<file path="src/rtl/flag_cond_unit.sv">
// NZCV flag register and condition evaluation downstream of the ALU.
// Ports: clk, reset (async low), Cond, ALUFlags, FlagW, PCS, NextPC,
//   RegW, MemW in; CondEx, Flags, PCWrite, RegWrite, MemWrite out.
module flag_cond_unit (
  input  logic       clk,
  input  logic       reset,
  input  logic [3:0] Cond,
  input  logic [3:0] ALUFlags,
  input  logic [1:0] FlagW,
  input  logic       PCS,
  input  logic       NextPC,
  input  logic       RegW,
  input  logic       MemW,
  output logic       CondEx,
  output logic [3:0] Flags,
  output logic       PCWrite,
  output logic       RegWrite,
  output logic       MemWrite
);

  logic n, z, c, v;
  logic cond_q;

  assign {n, z, c, v} = Flags;

  // Evaluated against the stored flags only, so a flag write
  // in this cycle is qualified by the old-flag result.
  always_comb begin
    CondEx = 1'b0;
    unique case (Cond)
      4'b0000: CondEx = z;
      4'b0001: CondEx = !z;
      4'b0010: CondEx = c;
      4'b0011: CondEx = !c;
      4'b0100: CondEx = n;
      4'b0101: CondEx = !n;
      4'b0110: CondEx = v;
      4'b0111: CondEx = !v;
      4'b1000: CondEx = c & !z;
      4'b1001: CondEx = !c | z;
      4'b1010: CondEx = (n == v);
      4'b1011: CondEx = (n != v);
      4'b1100: CondEx = !z & (n == v);
      4'b1101: CondEx = z | (n != v);
      4'b1110: CondEx = 1'b1;
      4'b1111: CondEx = 1'b0;
    endcase
  end

  always_ff @(posedge clk or negedge reset) begin
    if (!reset) begin
      Flags  <= 4'b0000;
      cond_q <= 1'b0;
    end else begin
      if (FlagW[1] & CondEx)
        Flags[3:2] <= ALUFlags[3:2];
      if (FlagW[0] & CondEx)
        Flags[1:0] <= ALUFlags[1:0];
      cond_q <= CondEx;
    end
  end

  // Registered condition keeps strobes steady across FSM states;
  // fetch (NextPC) always advances the PC.
  assign RegWrite = RegW & cond_q;
  assign MemWrite = MemW & cond_q;
  assign PCWrite  = (PCS & cond_q) | NextPC;

endmodule

</file>
<file path="config.mk">
export PLATFORM = sky130hd
export DESIGN_NAME = flag_cond_unit
export DESIGN_NICKNAME = d
export VERILOG_FILES = /design/src/rtl/flag_cond_unit.sv
export SDC_FILE = /design/constraint.sdc
export NUM_CORES = 1
export LEC_CHECK = 0
export ABC_AREA = 0
export CAP_MARGIN = 5
export CORE_AREA = 2 2 39 41
export DETAILED_ROUTE_END_ITERATION = 8
export DIE_AREA = 0 0 41 43
export GPL_ROUTABILITY_DRIVEN = 1
export PLACE_DENSITY = 0.67
export SLEW_MARGIN = 10
export SYNTH_ARGS = -nofsm -noshare
export SYNTH_HDL_FRONTEND = slang
export SYNTH_SLANG_ARGS = --single-unit
</file>
<file path="constraint.sdc">
create_clock -name clk -period 4 [get_ports clk]
set_input_delay 0.8 -clock clk [delete_from_list [all_inputs] [get_ports clk]]
set_output_delay 0.8 -clock clk [all_outputs]
set_load 0.01 [all_outputs]
</file>
==> flow_summary.toml <==
[pwr]
fin_total_pwr_w = 0.0003372
power_density_nw_per_um2 = 496.3
ir_drop_mv = 0.2342
p_leak_nw = 0.2699

[synth]
synth_seq_area_share = 0.3049
netlist-cell-type-count = 27
yosysWarnings = 0
synth_cells = 41
synth_area_um2 = 410.4
avgSynthCellArea_um2 = 10.01
synth_seq_cells = 5
syn_nets = 57

[setup_path]
r2r_cells = 5
crit_type = "primary input to primary output"
cp-start-kind = "primary input"
cp_data_arrival_time_ps = 2880
end_kind = "primary output"
required_ps = 3200
rrSetupSlack_ps = 2030
reg2reg_from = "Flags[3]"
crit_fanout = 11
r2r_end = "Flags[1]"

[timing]
finalSetupTns_ps = 0
finalHoldViolations = 0
worst_pin_slew_ps = 573.1
finalCritPeriodShare = 0.9200
fin_crit_ps = 3680
maxSlewHeadroom = 0.6119
fin_ws_ps = 319.9
rsz0062_at_grt = "no"
max_freq_mhz = 271.7
slew_viol_final = 0
setup_viol = 0
finalClockSkew_ps = 1.351

[hold_path]
min_delay_path_depth = 1
min_path_type = "register to register"
hold_end = "Flags[0]"
min_from = "Flags[0]"

[floorplanning]
core_area_um2 = 1384
fp.dieW_um = 41
fp.dieH_um = 43
dieArea_um2 = 1763
start_util = 0.2966
io_pins = 24
num_rows = 14

[layout]
area_growth_pct = 65.55
drive_gt1_frac = 0.1194
fillers = 143
multi_input_area_um2 = 270.3
fin_area_um2 = 679.4
fin_nets = 84
diodes = 0
seqCellArea_um2 = 125.1

[clock_tree]
cts_setup_buffers = 0
insertion_delay_ps = 240
ctsHtreeMaxLevel = 1
holdBufCountCts = 0
cts_root_buf = "clkbuf_4"
cts_made_buffers = 3
clkTransAtPathRegs_ps = 40
post_cts_resized = 0
clock_sinks = 5
cts_tree = "done"
clockBufferDepth = 2

[drt]
route.detailed.drc = 0
wl_per_cell_um = 11.48
num_vias = 406
vias_per_cell = 4.892
wl_um = 953
firstDrtPassIters = 4
ant_nets = 0
drtIter0Drc = 12

[global_route]
grt_max_degree = 12
grt_pass1_wl_um = 1559
antenna_found_initial = 0
first_global_vias = 366
grt_util_all_layers = 0.1326
grt_overflow = 0

[outcome]
status = "complete, no violations"

[placed_design]
post-place-ws_ps = 326.5
place_hpwl_um = 774.5
portBuffers = 23
gp_congestion = 0.7596
dpl_cell_area_um2 = 653.1

[flow_run]
maxCapViolations = 0
power by group:
group           total, W  internal (W)  switching (W)  leakage [nW]
logic           0.000181      0.000110      0.0000711         0.196
clock network  0.0000580     0.0000377      0.0000203        0.0150
registers      0.0000985     0.0000728      0.0000257        0.0584
total           0.000337      0.000220       0.000117         0.270
worst max-delay path, cell delays in order:
cell and delay, ps:
clkdlybuf4s50_1 670, nand2b_1 130, o311ai_1 510, o31a_2 230
clkdlybuf4s50_1 530
cells by family (layout without fill, tap and decap cells):
| kind of cell | count (synthesis) | in the layout | synth area share |
|---|---|---|---|
| xor+xnor | 2 | 2 | 0.04269 |
| mux | 6 | 6 | 0.1555 |
| buf+inv | 3 | 29 | 0.03660 |
| flops | 5 | 5 | 0.3049 |
| simple gates | 11 | 11 | 0.1616 |
| compound gates | 14 | 14 | 0.2988 |
layer usage:
metal,global-route usage,vias to the layer above,routed length [um]
li1,-,211,-
met1,0.1980,178,460
met2,0.1563,15,424
met3,0.03141,2,62
met4,0.1000,0,6
met5,0,-,0
final cells by class:
type / instances / area share
sequential: 5 / 0.1842
multi-input combinational: 33 / 0.3978
tap: 16 / 0.02947
inverter: 2 / 0.01105
clock buffer: 4 / 0.03867
timing repair buffer: 23 / 0.3389
stage by stage:
step | hold slack [ps] | instances | util
2_1_floorplan | 504.4 | 41 | -
3_3_place_gp | 554.2 | 79 | 0.4720
3_5_place_dp | 561.8 | 79 | 0.4720
4_1_cts | 571.9 | 83 | 0.4910
5_1_grt | 626.4 | 83 | 0.4910
6_report | 563.0 | 83 | 0.4910
cell usage after synthesis:
| cell type | instances | area, um2 |
|---|---|---|
| nor3b_1 | 1 | 7.510 |
| a21oi_1 | 1 | 5.000 |
| a21o_1 | 1 | 7.510 |
| o21ai_1 | 1 | 5.000 |
| mux2_1 | 2 | 22.52 |
| a311o_1 | 1 | 10.01 |
| a21oi_2 | 1 | 8.760 |
| o221a_4 | 1 | 20.02 |
| and2_1 | 2 | 12.51 |
| nor3_1 | 1 | 5.000 |
| o21ai_0 | 3 | 15.01 |
| inv_1 | 2 | 7.510 |
| nand2_1 | 2 | 7.510 |
| o311ai_1 | 2 | 17.52 |
| nor2_1 | 1 | 3.750 |
| nand2b_1 | 1 | 6.260 |
| nor4b_1 | 1 | 8.760 |
| mux2_2 | 1 | 11.26 |
| xnor2_1 | 2 | 17.52 |
| dfrtp_1 | 5 | 125.1 |
| o31ai_1 | 1 | 7.510 |
| mux2i_1 | 3 | 30.03 |
| o31a_2 | 1 | 10.01 |
| and3b_1 | 1 | 8.760 |
| nor2b_1 | 1 | 6.260 |
| buf_4 | 1 | 7.510 |
| o311ai_2 | 1 | 16.27 |
registers in the layout, indices dropped and copies added (netlist names):
signal and flops:
Flags 4, cond_q 1
layout by cell type, fill, tap and decap left out:
cell type and count:
nor2b_1 1, o21ai_0 3, o311ai_2 1, nor4b_1 1, mux2_2 1, o31ai_1 1, xnor2_1 2, a311o_1 1
mux2i_1 3, nand2b_1 1, nor3b_1 1, o221a_4 1, o21ai_1 1, clkdlybuf4s50_1 23, a21oi_1 1, inv_1 2
nor3_1 1, a21o_1 1, and2_1 2, and3b_1 1, dfrtp_1 5, clkbuf_1 1, clkbuf_4 3, o311ai_1 2
o31a_2 1, a21oi_2 1, nor2_1 1, mux2_1 2, nand2_1 2
worst max path at each step:
stage | from | end | slack (ps)
6_report | Cond[0] | CondEx | 320
3_3_place_gp | Cond[0] | CondEx | 330
5_1_grt | Cond[0] | CondEx | 190
2_1_floorplan | Cond[0] | CondEx | 1410
3_5_place_dp | Cond[0] | CondEx | 330
4_1_cts | Cond[0] | CondEx | 320
(Power assumes the default switching activity.)
